--- config.mk ---
export PLATFORM = sky130hd
export DESIGN_NAME = iseq_arbiter_flat
export DESIGN_NICKNAME = d
export VERILOG_FILES = /design/src/rtl/iseq_arbiter_if.sv /design/src/rtl/iseq_arbiter.sv /design/src/flat_wrapper.sv
export SDC_FILE = /design/constraint.sdc
export NUM_CORES = 1
export LEC_CHECK = 0
export CAP_MARGIN = 10
export CORE_MARGIN = 4
export CORE_UTILIZATION = 25
export CTS_CLUSTER_SIZE = 40
export DETAILED_ROUTE_END_ITERATION = 6
export HOLD_SLACK_MARGIN = 0.12
export PLACE_DENSITY = 0.44
export SYNTH_ARGS = -nofsm -noshare
export SYNTH_HDL_FRONTEND = slang
export SYNTH_SLANG_ARGS = --single-unit
--- constraint.sdc ---
create_clock -name clk -period 3 [get_ports clk]
set_input_delay 0.6 -clock clk [delete_from_list [all_inputs] [get_ports clk]]
set_output_delay 0.6 -clock clk [all_outputs]
set_load 0.005 [all_outputs]
--- src/rtl/iseq_arbiter_if.sv ---
// iseq_arbiter_if: request/grant bundle between sequence sources and iseq_arbiter; ISEQ_ARB_STATS_EN adds grant statistics
interface iseq_arbiter_if;
  logic dfi_init_complete, app_req, app_done, aref_req, zq_req, prd_req, maint_done;
  logic grant_app, grant_maint, aref_ack, zq_ack, prd_ack, aref_overflow, timeout_err;
  logic [1:0] maint_sel;
  logic [3:0] aref_pending;
`ifdef ISEQ_ARB_STATS_EN
  logic [15:0] stat_app_grants, stat_aref_forced;
  modport master (
    output dfi_init_complete, app_req, app_done, aref_req, zq_req, prd_req, maint_done,
    input grant_app, grant_maint, maint_sel, aref_ack, zq_ack, prd_ack, aref_pending,
    input aref_overflow, timeout_err, stat_app_grants, stat_aref_forced
  );
  modport slave (
    input dfi_init_complete, app_req, app_done, aref_req, zq_req, prd_req, maint_done,
    output grant_app, grant_maint, maint_sel, aref_ack, zq_ack, prd_ack, aref_pending,
    output aref_overflow, timeout_err, stat_app_grants, stat_aref_forced
  );
`else
  modport master (
    output dfi_init_complete, app_req, app_done, aref_req, zq_req, prd_req, maint_done,
    input grant_app, grant_maint, maint_sel, aref_ack, zq_ack, prd_ack, aref_pending,
    input aref_overflow, timeout_err
  );
  modport slave (
    input dfi_init_complete, app_req, app_done, aref_req, zq_req, prd_req, maint_done,
    output grant_app, grant_maint, maint_sel, aref_ack, zq_ack, prd_ack, aref_pending,
    output aref_overflow, timeout_err
  );
`endif
endinterface

--- src/rtl/iseq_arbiter.sv ---
// iseq_arbiter: picks app or maintenance sequence for the DFI path, tracks postponed refreshes, times out grants; ISEQ_ARB_STATS_EN adds grant counters
module iseq_arbiter #(
  parameter int MAX_POSTPONE = 8,
  parameter int TIMEOUT = 4096
) (
  input logic clk,
  input logic rst,
  iseq_arbiter_if.slave bus
);
  typedef enum logic [1:0] {IDLE, APP, MAINT} state_t;
  state_t state;
  logic init_q, zq_pend, prd_pend;
  logic [15:0] tmr;
  logic en, forced, d_zq, d_prd, d_app, d_aref, d_maint, done, to, fin;
  always_comb begin
    en = state == IDLE && init_q && bus.dfi_init_complete;
    forced = bus.aref_pending == 4'(MAX_POSTPONE);
    d_zq = en && !forced && zq_pend;
    d_prd = en && !forced && !zq_pend && prd_pend;
    d_app = en && !forced && !zq_pend && !prd_pend && bus.app_req;
    d_aref = en && (forced || (!zq_pend && !prd_pend && !bus.app_req && bus.aref_pending != 4'd0));
    d_maint = d_zq || d_prd || d_aref;
    done = state == APP ? bus.app_done : state == MAINT ? bus.maint_done : 1'b0;
    to = tmr == 16'(TIMEOUT - 1);
    fin = state != IDLE && (done || to);
  end
  always_ff @(posedge clk or posedge rst)
    if (rst) begin
      state <= IDLE;
      init_q <= 1'b0;
      zq_pend <= 1'b0;
      prd_pend <= 1'b0;
      tmr <= 16'd0;
      bus.grant_app <= 1'b0;
      bus.grant_maint <= 1'b0;
      bus.maint_sel <= 2'b00;
      bus.aref_ack <= 1'b0;
      bus.zq_ack <= 1'b0;
      bus.prd_ack <= 1'b0;
      bus.aref_pending <= 4'd0;
      bus.aref_overflow <= 1'b0;
      bus.timeout_err <= 1'b0;
    end else begin
      init_q <= bus.dfi_init_complete;
      zq_pend <= bus.zq_req || (zq_pend && !d_zq);
      prd_pend <= bus.prd_req || (prd_pend && !d_prd);
      bus.aref_pending <= bus.aref_req && !d_aref && !forced ? bus.aref_pending + 4'd1
                        : !bus.aref_req && d_aref ? bus.aref_pending - 4'd1 : bus.aref_pending;
      bus.aref_overflow <= bus.aref_overflow || (bus.aref_req && !d_aref && forced);
      bus.timeout_err <= bus.timeout_err || (fin && !done);
      tmr <= state == IDLE ? 16'd0 : tmr + 16'd1;
      state <= d_app ? APP : d_maint ? MAINT : fin ? IDLE : state;
      bus.grant_app <= d_app || (state == APP && !fin);
      bus.grant_maint <= d_maint || (state == MAINT && !fin);
      bus.maint_sel <= d_aref ? 2'b01 : d_zq ? 2'b10 : d_prd ? 2'b11
                     : state == MAINT && !fin ? bus.maint_sel : 2'b00;
      bus.aref_ack <= d_aref;
      bus.zq_ack <= d_zq;
      bus.prd_ack <= d_prd;
    end
`ifdef ISEQ_ARB_STATS_EN
  always_ff @(posedge clk or posedge rst)
    if (rst) begin
      bus.stat_app_grants <= 16'd0;
      bus.stat_aref_forced <= 16'd0;
    end else begin
      bus.stat_app_grants <= bus.stat_app_grants + 16'(d_app && !(&bus.stat_app_grants));
      bus.stat_aref_forced <= bus.stat_aref_forced + 16'(d_aref && forced && !(&bus.stat_aref_forced));
    end
`endif
endmodule

--- src/flat_wrapper.sv ---
// flat-port wrapper written by rule: the top's interface ports become plain ports
module iseq_arbiter_flat 
#(
  parameter int MAX_POSTPONE = 8,
  parameter int TIMEOUT = 4096
)
  (clk, rst, bus_dfi_init_complete, bus_app_req, bus_app_done, bus_aref_req, bus_zq_req, bus_prd_req, bus_maint_done, bus_grant_app, bus_grant_maint, bus_maint_sel, bus_aref_ack, bus_zq_ack, bus_prd_ack, bus_aref_pending, bus_aref_overflow, bus_timeout_err);
  iseq_arbiter_if bus_i ();
  input logic clk;
  input logic rst;
  input wire logic [$bits(bus_i.dfi_init_complete)-1:0] bus_dfi_init_complete;
  input wire logic [$bits(bus_i.app_req)-1:0] bus_app_req;
  input wire logic [$bits(bus_i.app_done)-1:0] bus_app_done;
  input wire logic [$bits(bus_i.aref_req)-1:0] bus_aref_req;
  input wire logic [$bits(bus_i.zq_req)-1:0] bus_zq_req;
  input wire logic [$bits(bus_i.prd_req)-1:0] bus_prd_req;
  input wire logic [$bits(bus_i.maint_done)-1:0] bus_maint_done;
  output wire logic [$bits(bus_i.grant_app)-1:0] bus_grant_app;
  output wire logic [$bits(bus_i.grant_maint)-1:0] bus_grant_maint;
  output wire logic [$bits(bus_i.maint_sel)-1:0] bus_maint_sel;
  output wire logic [$bits(bus_i.aref_ack)-1:0] bus_aref_ack;
  output wire logic [$bits(bus_i.zq_ack)-1:0] bus_zq_ack;
  output wire logic [$bits(bus_i.prd_ack)-1:0] bus_prd_ack;
  output wire logic [$bits(bus_i.aref_pending)-1:0] bus_aref_pending;
  output wire logic [$bits(bus_i.aref_overflow)-1:0] bus_aref_overflow;
  output wire logic [$bits(bus_i.timeout_err)-1:0] bus_timeout_err;
  assign bus_i.dfi_init_complete = bus_dfi_init_complete;
  assign bus_i.app_req = bus_app_req;
  assign bus_i.app_done = bus_app_done;
  assign bus_i.aref_req = bus_aref_req;
  assign bus_i.zq_req = bus_zq_req;
  assign bus_i.prd_req = bus_prd_req;
  assign bus_i.maint_done = bus_maint_done;
  assign bus_grant_app = bus_i.grant_app;
  assign bus_grant_maint = bus_i.grant_maint;
  assign bus_maint_sel = bus_i.maint_sel;
  assign bus_aref_ack = bus_i.aref_ack;
  assign bus_zq_ack = bus_i.zq_ack;
  assign bus_prd_ack = bus_i.prd_ack;
  assign bus_aref_pending = bus_i.aref_pending;
  assign bus_aref_overflow = bus_i.aref_overflow;
  assign bus_timeout_err = bus_i.timeout_err;
  iseq_arbiter #(.MAX_POSTPONE(MAX_POSTPONE), .TIMEOUT(TIMEOUT)) u_core (.clk(clk), .rst(rst), .bus(bus_i));
endmodule
==> out/qor.txt, run 1 <==
clock transition at the register clock pins on the worst setup and hold paths after CTS: 0.07 ns
total inserted antenna cells: 0
top cell types by occurrence after synthesis: 34 x sky130_fd_sc_hd__dfrtp_1, 20 x sky130_fd_sc_hd__nor2_1, 10 x sky130_fd_sc_hd__nand2_1, 10 x sky130_fd_sc_hd__xor2_1
run status: complete, no violations
required time of the critical path: 3.18 ns
total iterations of the first detailed-routing run: 4
placed wire-length estimate: 2530 um
starting utilization of the core area: 25.9%
signal arrival time at the worst endpoint: 2.73 ns
Finish-stage setup viols: 0
RePlAce Congestion: 0.773
share of flip-flops with an asynchronous set or reset after synthesis: 100%
sequential area share after synthesis: 51.1%
setup slack of the most critical reg-to-reg path: 0.53 ns
RSZ-0062 raised after global routing: false
vias after detailed routing: 1262
clock period minus final worst setup slack: 2.55 ns
class of the tightest hold or removal check: reg2reg
post-detailed-route count of antenna-violating nets: 0
pin count of the biggest net entering global routing: 35
Resized cells post-CTS: 0
later-pin clock latency in the skew report: 0.29 ns
Worst R2R Path Depth: 9
clock tree from TritonCTS: built
library cell with the largest summed area after synthesis: sky130_fd_sc_hd__dfrtp_1
Buf/Inv on CP: 1
total negative setup slack: 0 ns
total of max-cap violations: 0
Post-CTS Setup Bufs: 0
area share of xor/xnor cells in the synthesized design: 7.89%
# clock sinks: 34
Clock Skew: 0.00702 ns
number of remaining DRC errors: 0
Min-Delay Endpoint: u_core.bus.timeout_err$_DFF_PP0_
Crit. End Element: flop
power per cell area: 640 mW/mm2
count of routing violations after the opening detailed-route iteration: 78
startpoint-to-endpoint class of the critical path: in2reg
largest cells by area after synthesis: sky130_fd_sc_hd__dfrtp_1 51%, sky130_fd_sc_hd__xor2_1 5.3%, sky130_fd_sc_hd__nor2_1 4.5%, sky130_fd_sc_hd__nand3_1 2.7%, sky130_fd_sc_hd__o21ai_0 2.7%
P&R area growth vs syn: 25.6%
wire length of the first global-routing pass: 6020 um
antenna violations before repair: 0
synthesized instance count: 157
number of global-route vias before repair: 1276
leakage power figure: 0.894 nW
synthesized-area fraction occupied by ao, oa, aoi and oai cells: 12.0%
worst vdd ir: 0.375 mV
global-route congestion overflow total: 0
Critical R2R Capture: u_core.bus.aref_pending[3]$_DFFE_PP0P_
buffers from clock root to sink, at most: 2
number of standard-cell rows in the floorplan: 29
Mapped Avg Cell Area: 10.6 um2
port buffer count: 21
overall global routing resource usage: 9.78%
Core Area: 0.00642 mm2
Peak Freq: 0.392 GHz
Critical Path Max Stage Delay: 0.49 ns
drt total wl: 3560 um
critical path launch point type: input port
Die Span Y: 89.6 um
Die W: 89.6 um
mux cell area share after synthesis: 0.601%
origin of the worst min-delay path: u_core.bus.timeout_err$_DFF_PP0_
post-detailed-route via-to-cell ratio: 4.74
CP max-delay cell: sky130_fd_sc_hd__clkdlybuf4s50_1
Synth Area in Adders: 3.46%
main combinational cell family by area after synthesis: simple AND/OR/NAND/NOR gates
number of endpoints with negative hold slack in the final report: 0
number of flops mapped to enable cells by yosys: 0
Relative slew margins: 66.6%
nets in the synthesized netlist: 170
CTS Hold Buffers Added: 0
share of the cycle needed by the critical path after routing: 85.1%
register bit count reported by yosys: 34
Top delay family on crit path: simple AND/OR/NAND/NOR gates
count of cell types in the netlist: 41
die area: 0.00803 mm2
H-Tree Level Count: 2
CP Cell Sequence: clkdlybuf4s50_1, and4bb_2, and3_1, nand3b_4, ha_1, a21o_1, a21oi_1, nor2b_1, a2bb2oi_1, xnor2_1
Simple-Gate Fraction of Synth Area: 23.3%
most used standard cell by instance count after synthesis: sky130_fd_sc_hd__dfrtp_1
Syn. warnings: 0
number of max-slew violations in the final report: 0
hold path depth: 1
maximum fanout count along the critical path: 6
proportion of netlist area held by the largest area contributor: 51.1%
# IOs: 22
share of cells above drive strength 1: 10.6%
mapped cell area: 0.00167 mm2
number of filler cells placed in the layout: 652
Routed WL per cell: 13.4 um
Final nets: 201
commonest register cell after synthesis: sky130_fd_sc_hd__dfrtp_1
total chip power: 1.34 mW
CTS Buf Count: 5
actual slew at the worst max-slew pin: 0.496 ns
worst reg2reg startpoint: u_core.bus.aref_pending[0]$_DFFE_PP0P_
clock root buffer master: sky130_fd_sc_hd__clkbuf_8
## layout make-up
class                      count  area [um2]  area share, %
sequential                    34         851           40.7
inverter                       5        18.8          0.897
tap                           77        96.3           4.61
multi-input combinational    116         787           37.6
clock inverter                 1        5.00          0.239
clock buffer                   7        86.3           4.13
timing repair buffer          26         248           11.8
## power breakdown
part | switching (mW) | internal [mW] | total (mW)
registers | 0.0733 | 0.509 | 0.582
clock network | 0.172 | 0.185 | 0.357
logic | 0.180 | 0.219 | 0.399
total | 0.426 | 0.913 | 1.34
## layout by cell type (no fill, tap or decap), types with 2 or more instances in the layout
cell type	instances
sky130_fd_sc_hd__clkbuf_8	6
sky130_fd_sc_hd__o2bb2ai_1	2
sky130_fd_sc_hd__o21ai_0	9
sky130_fd_sc_hd__a21oi_1	4
sky130_fd_sc_hd__a21o_1	4
sky130_fd_sc_hd__nor2_1	20
sky130_fd_sc_hd__nor2b_1	3
sky130_fd_sc_hd__xor2_1	10
sky130_fd_sc_hd__inv_1	5
sky130_fd_sc_hd__ha_1	3
sky130_fd_sc_hd__or3_1	2
sky130_fd_sc_hd__dfrtp_1	34
sky130_fd_sc_hd__nand2_1	10
sky130_fd_sc_hd__nor3_1	2
sky130_fd_sc_hd__nand2b_1	3
sky130_fd_sc_hd__and4_1	3
sky130_fd_sc_hd__clkdlybuf4s50_1	21
sky130_fd_sc_hd__o21ai_1	2
sky130_fd_sc_hd__xnor2_1	5
sky130_fd_sc_hd__buf_4	5
sky130_fd_sc_hd__nand4_1	5
sky130_fd_sc_hd__nand3_1	9
## routing by layer
metal  track usage (%)  vias to the layer above  wire length [um]
li1                  -                      610                 -
met1              14.3                      616              1820
met2              13.5                       27              1500
met3              2.19                        9               144
met4              4.74                        0                88
met5                 0                        -                 0
## metrics by stage
stage          cells  area [um2]  utilization [%]  setup WS (ns)  hold WS, ns
2_1_floorplan    157        1670                -          0.736        0.451
3_3_place_gp     258        2000             31.2          0.275        0.470
3_5_place_dp     258        2000             31.2          0.180        0.473
4_1_cts          266        2090             32.6          0.480        0.495
5_1_grt          266        2090             32.6          0.367        0.518
6_report         266        2090             32.6          0.446        0.482
## flip-flops by register name, indices dropped and copies added, names as in the netlist, 2 cells and up
| signal | flops |
|---|---|
| u_core.bus.maint_sel | 2 |
| u_core.state | 2 |
| u_core.tmr | 16 |
| u_core.bus.aref_pending | 4 |
## worst max-delay path by stage
stage	startpoint	end	slack (ns)	cells past startpoint
after global routing	bus_dfi_init_complete	u_core.bus.aref_pending[3]$_DFFE_PP0P_	0.37	10
after global placement	bus_dfi_init_complete	u_core.bus.aref_pending[3]$_DFFE_PP0P_	0.28	10
after floorplan	u_core.bus.aref_pending[0]$_DFFE_PP0P_	u_core.bus.aref_pending[3]$_DFFE_PP0P_	0.74	9
after CTS	bus_dfi_init_complete	u_core.bus.aref_pending[3]$_DFFE_PP0P_	0.48	10
final	bus_dfi_init_complete	u_core.bus.aref_pending[3]$_DFFE_PP0P_	0.45	10
after detailed placement	bus_dfi_init_complete	u_core.bus.aref_pending[3]$_DFFE_PP0P_	0.18	10
## cells by family after synthesis
| family | Yosys count |
|---|---|
| buffers and inverters | 7 |
| adder cells (fa/ha/maj) | 4 |
| multiplexers | 1 |
| flip-flops | 34 |
| AND/OR/NAND/NOR | 68 |
| AO/OA/AOI/OAI | 28 |
| XOR/XNOR | 15 |
Note: power is estimated with default switching activity, not from simulation.
==> run 2: changes to the inputs <==
--- a/config.mk
+++ b/config.mk
@@ -13,3 +13,5 @@
 export HOLD_SLACK_MARGIN = 0.12
+export MAX_ROUTING_LAYER = met4
 export PLACE_DENSITY = 0.44
+export SLEW_MARGIN = 5
 export SYNTH_ARGS = -nofsm -noshare
==> constraint.sdc (replaced) <==
create_clock -name clk -period 3 [get_ports clk]
set_input_delay 0.3 -clock clk [delete_from_list [all_inputs] [get_ports clk]]
set_output_delay 0.3 -clock clk [all_outputs]
set_load 0.005 [all_outputs]
==> out/qor.txt, run 2 (synthesis gave the netlist of run 1 again) <==
CP max-delay cell: sky130_fd_sc_hd__dfrtp_1
total inserted antenna cells: 0
share of the cycle needed by the critical path after routing: 81.1%
antenna violations before repair: 0
Finish-stage setup viols: 0
Die W: 89.6 um
leading cell type in the layout, fill and taps excluded: sky130_fd_sc_hd__dfrtp_1
drt total wl: 3550 um
signal arrival time at the worst endpoint: 2.60 ns
starting utilization of the core area: 25.9%
wire length of the first global-routing pass: 6040 um
worst vdd ir: 0.294 mV
Top delay family on crit path: simple AND/OR/NAND/NOR gates
global-route congestion overflow total: 0
power per cell area: 637 mW/mm2
number of remaining DRC errors: 0
maximum fanout count along the critical path: 7
H-Tree Level Count: 2
actual slew at the worst max-slew pin: 0.618 ns
overall global routing resource usage: 9.95%
worst hold margin: 0.414 ns
registers with the most flip-flops: u_core.tmr x16, u_core.bus.aref_pending x4
total of max-cap violations: 0
CTS Buf Count: 5
number of standard-cell rows in the floorplan: 29
clock root buffer master: sky130_fd_sc_hd__clkbuf_8
clock period minus final worst setup slack: 2.43 ns
post-detailed-route via-to-cell ratio: 4.68
share of cells above drive strength 1: 9.63%
CP Cell Sequence: or3_4, and3_1, nand3b_4, ha_1, a21o_1, a21oi_1, nor2b_1, a2bb2oi_1, xnor2_1
register with the highest flop count: u_core.tmr
Final nets: 199
Resized cells post-CTS: 0
Finished Core Util: 32.3%
number of global-route vias before repair: 1266
class of the tightest hold or removal check: in2async
P&R area growth vs syn: 24.7%
sequential cell area: 851 um2
post-detailed-route count of antenna-violating nets: 0
leading cell types in the layout, fill and taps excluded: 34 x sky130_fd_sc_hd__dfrtp_1, 21 x sky130_fd_sc_hd__clkdlybuf4s50_1, 20 x sky130_fd_sc_hd__nor2_1
Post-CTS Setup Bufs: 0
Relative slew margins: 58.4%
startpoint-to-endpoint class of the critical path: reg2reg
critical path launch point type: flop
flip-flop count of the largest register, all copies and words added: 16
RePlAce Congestion: 0.769
die area: 0.00803 mm2
Routed WL per cell: 13.5 um
buffers from clock root to sink, at most: 2
number of filler cells placed in the layout: 662
required time of the critical path: 3.17 ns
Crit. End Element: flop
clock tree from TritonCTS: built
Critical Path Max Stage Delay: 0.47 ns
CTS Hold Buffers Added: 0
Core Area: 0.00642 mm2
Die Span Y: 89.6 um
total chip power: 1.32 mW
Buf/Inv on CP: 0
run status: complete, no violations
total iterations of the first detailed-routing run: 4
total negative setup slack: 0 ns
port buffer count: 21
placed wire-length estimate: 2550 um
count of routing violations after the opening detailed-route iteration: 52
pin count of the biggest net entering global routing: 35
# IOs: 22
Clock Skew: 0.00555 ns
leakage power figure: 0.883 nW
number of max-slew violations in the final report: 0
vias after detailed routing: 1236
later-pin clock latency in the skew report: 0.28 ns
RSZ-0062 raised after global routing: false
Peak Freq: 0.411 GHz
combined area of the multi-input logic cells: 787 um2
# clock sinks: 34
number of endpoints with negative hold slack in the final report: 0
clock transition at the register clock pins on the worst setup and hold paths after CTS: 0.07 ns
-- run 2: final cells by class --
cell class                      instances  share of cell area (%)
Sequential cell                        34                    41.0
Multi-Input combinational cell        116                    37.9
Timing Repair Buffer                   24                    11.2
Tap cell                               77                    4.64
Clock buffer                            7                    4.16
Inverter                                5                   0.904
Clock inverter                          1                   0.241
-- run 2: final timing paths --
path | from | end | slack (ns) | depth (start not counted)
setup / recovery | u_core.bus.aref_pending[2]$_DFFE_PP0P_ | u_core.bus.aref_pending[3]$_DFFE_PP0P_ | 0.57 | 9
hold / removal | rst | u_core.tmr[15]$_DFF_PP0_ | 0.41 | 3
setup reg to reg | u_core.bus.aref_pending[2]$_DFFE_PP0P_ | u_core.bus.aref_pending[3]$_DFFE_PP0P_ | 0.57 | 9
hold reg to reg | u_core.bus.timeout_err$_DFF_PP0_ | u_core.bus.timeout_err$_DFF_PP0_ | 0.48 | 1
max in group asynchronous | rst | u_core.tmr[5]$_DFF_PP0_ | 2.26 | 3
min in group clk | u_core.bus.timeout_err$_DFF_PP0_ | u_core.bus.timeout_err$_DFF_PP0_ | 0.48 | 1
-- run 2: tightest hold or removal path: cells and delay by family --
kind	cells	cell delay, ns
buffers and inverters	3	0.83
-- run 2: per-stage QoR --
step	std cells	instance area, um2	setup slack (ns)
after floorplan	157	1670	0.736
after global placement	256	1990	0.518
after detailed placement	256	1990	0.412
after CTS	264	2080	0.552
after global routing	264	2080	0.405
final	264	2080	0.568
-- run 2: routing by layer --
layer  global-route usage (%)  share of wire [%]  wire (um)
met4                     3.25               0.65         23
met3                     2.19                3.1        109
met2                     14.0                 44       1560
met5                        -                  0          0
met1                     14.1                 52       1860
-- run 2: report_power, final --
part           total, mW  switching, mW  internal [mW]  leakage [nW]
Combinational      0.389          0.173          0.216         0.389
Sequential         0.584         0.0748          0.509         0.445
Clock              0.351          0.165          0.185        0.0482
Total               1.32          0.413          0.910         0.883
==> run 3: changes to the inputs <==
PLACE_DENSITY = 0.46   (was 0.44)
clock period = 2.06 ns   (was 3 ns; I/O delays follow)
==> out/qor.txt, run 3 (synthesis gave the netlist of run 1 again) <==
run status: finished with violations
violated checks: negative setup slack
internal power consumption: 1.48 mW
number of global-route vias before repair: 1241
number of standard-cell rows in the floorplan: 29
Routed WL per cell: 12.8 um
# placed instances: 270
number of remaining DRC errors: 0
class of the tightest hold or removal check: in2async
RePlAce Congestion: 0.807
Seq pwr share: 37.3%
total iterations of the first detailed-routing run: 4
P&R area growth vs syn: 36.1%
clock root buffer master: sky130_fd_sc_hd__clkbuf_8
# clock sinks: 34
wire length of the first global-routing pass: 6040 um
share of cells above drive strength 1: 21.0%
pin count of the biggest net entering global routing: 35
signal arrival time at the worst endpoint: 2.34 ns
CTS Buf Count: 5
vias after detailed routing: 1271
count of routing violations after the opening detailed-route iteration: 51
Relative slew margins: 69.9%
Crit. End Element: flop
Worst R2R Path Depth: 9
net switching power: 646 uW
PnR worst setup slack: -0.0747 ns
RSZ-0062 raised after global routing: true
overall global routing resource usage: 10.3%
H-Tree Level Count: 2
number of standard cells in the final layout excluding fillers: 282
drt total wl: 3620 um
global-route congestion overflow total: 0
total of max-cap violations: 0
buffers from clock root to sink, at most: 2
total inserted antenna cells: 0
flip-flop count of the largest register, all copies and words added: 16
worst reg2reg startpoint: u_core.bus.aref_pending[0]$_DFFE_PP0P_
leading cell types in the layout, fill and taps excluded: 33 x sky130_fd_sc_hd__dfrtp_1, 22 x sky130_fd_sc_hd__buf_4, 21 x sky130_fd_sc_hd__clkdlybuf4s50_1
clock network fraction of total power: 22.8%
registers with the most flip-flops: u_core.tmr x16, u_core.bus.aref_pending x4
CTS Hold Buffers Added: 0
Peak Freq: 0.468 GHz
net switching fraction of the power: 30.3%
leading cell type in the layout, fill and taps excluded: sky130_fd_sc_hd__dfrtp_1
power per cell area: 938 mW/mm2
die area: 0.00803 mm2
Die Span Y: 89.6 um
placed wire-length estimate: 2550 um
actual slew at the worst max-slew pin: 0.447 ns
share of the cycle needed by the critical path after routing: 104%
register with the highest flop count: u_core.tmr
Die W: 89.6 um
Place WS: -0.228 ns
post-detailed-route via-to-cell ratio: 4.51
worst hold margin: 0.281 ns
maximum fanout count along the critical path: 4
antenna violations before repair: 0
finished layout cell area: 0.00227 mm2
worst vdd ir: 0.537 mV
clock transition at the register clock pins on the worst setup and hold paths after CTS: 0.07 ns
clock period minus final worst setup slack: 2.13 ns
Clock Skew: 0.00591 ns
setup slack of the most critical reg-to-reg path: -0.07 ns
# IOs: 22
starting utilization of the core area: 25.9%
leakage power figure: 0.985 nW
Core Area: 0.00642 mm2
post-detailed-route count of antenna-violating nets: 0
required time of the critical path: 2.26 ns
proportion of power drawn by combinational gates: 39.8%
Final nets: 219
startpoint-to-endpoint class of the critical path: reg2reg
critical path launch point type: flop
standard cell area after detailed placement: 0.00213 mm2
number of max-slew violations in the final report: 0
port buffer count: 21
later-pin clock latency in the skew report: 0.28 ns
Critical R2R Capture: u_core.bus.aref_pending[2]$_DFFE_PP0P_
clock tree from TritonCTS: built
total negative setup slack: -0.175 ns
number of endpoints with negative hold slack in the final report: 0
Finish-stage setup viols: 3
==> run 3: worst max-delay path, stage by stage, from the launching register on <==
cell,delay (ns)
sky130_fd_sc_hd__dfrtp_2,0.42
sky130_fd_sc_hd__or3_4,0.38
sky130_fd_sc_hd__and3_4,0.16
sky130_fd_sc_hd__nand3b_4,0.18
sky130_fd_sc_hd__fa_1,0.38
sky130_fd_sc_hd__xor2_1,0.18
sky130_fd_sc_hd__nand2b_1,0.08
sky130_fd_sc_hd__o21ai_1,0.15
sky130_fd_sc_hd__nand2_1,0.06
sky130_fd_sc_hd__o21ai_0,0.06
==> run 3: area by class of cell <==
class,instances,area [um2]
timing repair buffer,44,395
tap,77,96.3
clock buffer,6,82.6
inverter,5,18.8
sequential,34,852
fill,626,4160
multi-input combinational,116,822
==> run 3: what timing repair did <==
| item | in CTS | in global routing |
|---|---|---|
| setup buffers | 3 | 3 |
| resized for setup | 3 | 1 |
| pin swaps | 4 | 3 |
| endpoints found under the setup margin | 3 | 3 |
==> run 3: worst max path at each step <==
stage,to,startpoint,cells after the start
3_3_place_gp,u_core.bus.aref_pending[3]$_DFFE_PP0P_,bus_dfi_init_complete,10
5_1_grt,u_core.bus.aref_pending[2]$_DFFE_PP0P_,u_core.bus.aref_pending[0]$_DFFE_PP0P_,9
3_5_place_dp,u_core.bus.aref_pending[3]$_DFFE_PP0P_,bus_dfi_init_complete,10
4_1_cts,u_core.bus.aref_pending[3]$_DFFE_PP0P_,u_core.bus.aref_pending[2]$_DFFE_PP0P_,9
6_report,u_core.bus.aref_pending[2]$_DFFE_PP0P_,u_core.bus.aref_pending[0]$_DFFE_PP0P_,9
2_1_floorplan,u_core.bus.aref_pending[3]$_DFFE_PP0P_,u_core.bus.aref_pending[0]$_DFFE_PP0P_,9
==> run 3: per-layer routing <==
| layer | part of all wire (%) | global-route usage, % | wire, um |
|---|---|---|---|
| met5 | 0 | - | 0 |
| met4 | 1.5 | 4.06 | 55 |
| met3 | 4.9 | 2.92 | 176 |
| met2 | 41 | 13.6 | 1500 |
| met1 | 52 | 14.6 | 1890 |
==> run 3: power by group through the flow <==
| stage | Sequential (mW) | Combinational [mW] | Clock [mW] |
|---|---|---|---|
| after floorplan | 0.849 | 0.376 | 0 |
| after detailed placement | 0.809 | 0.757 | 0 |
| after CTS | 0.793 | 0.802 | 0.511 |
| after global routing | 0.807 | 0.924 | 0.540 |
| final | 0.794 | 0.847 | 0.486 |
| after global placement | 0.812 | 0.762 | 0 |
==> run 3: per-stage QoR <==
step	utilization [%]	power, mW
after floorplan	-	1.22
after global placement	33.1	1.57
after detailed placement	33.1	1.57
after CTS	34.9	2.11
after global routing	35.3	2.27
final	35.3	2.13
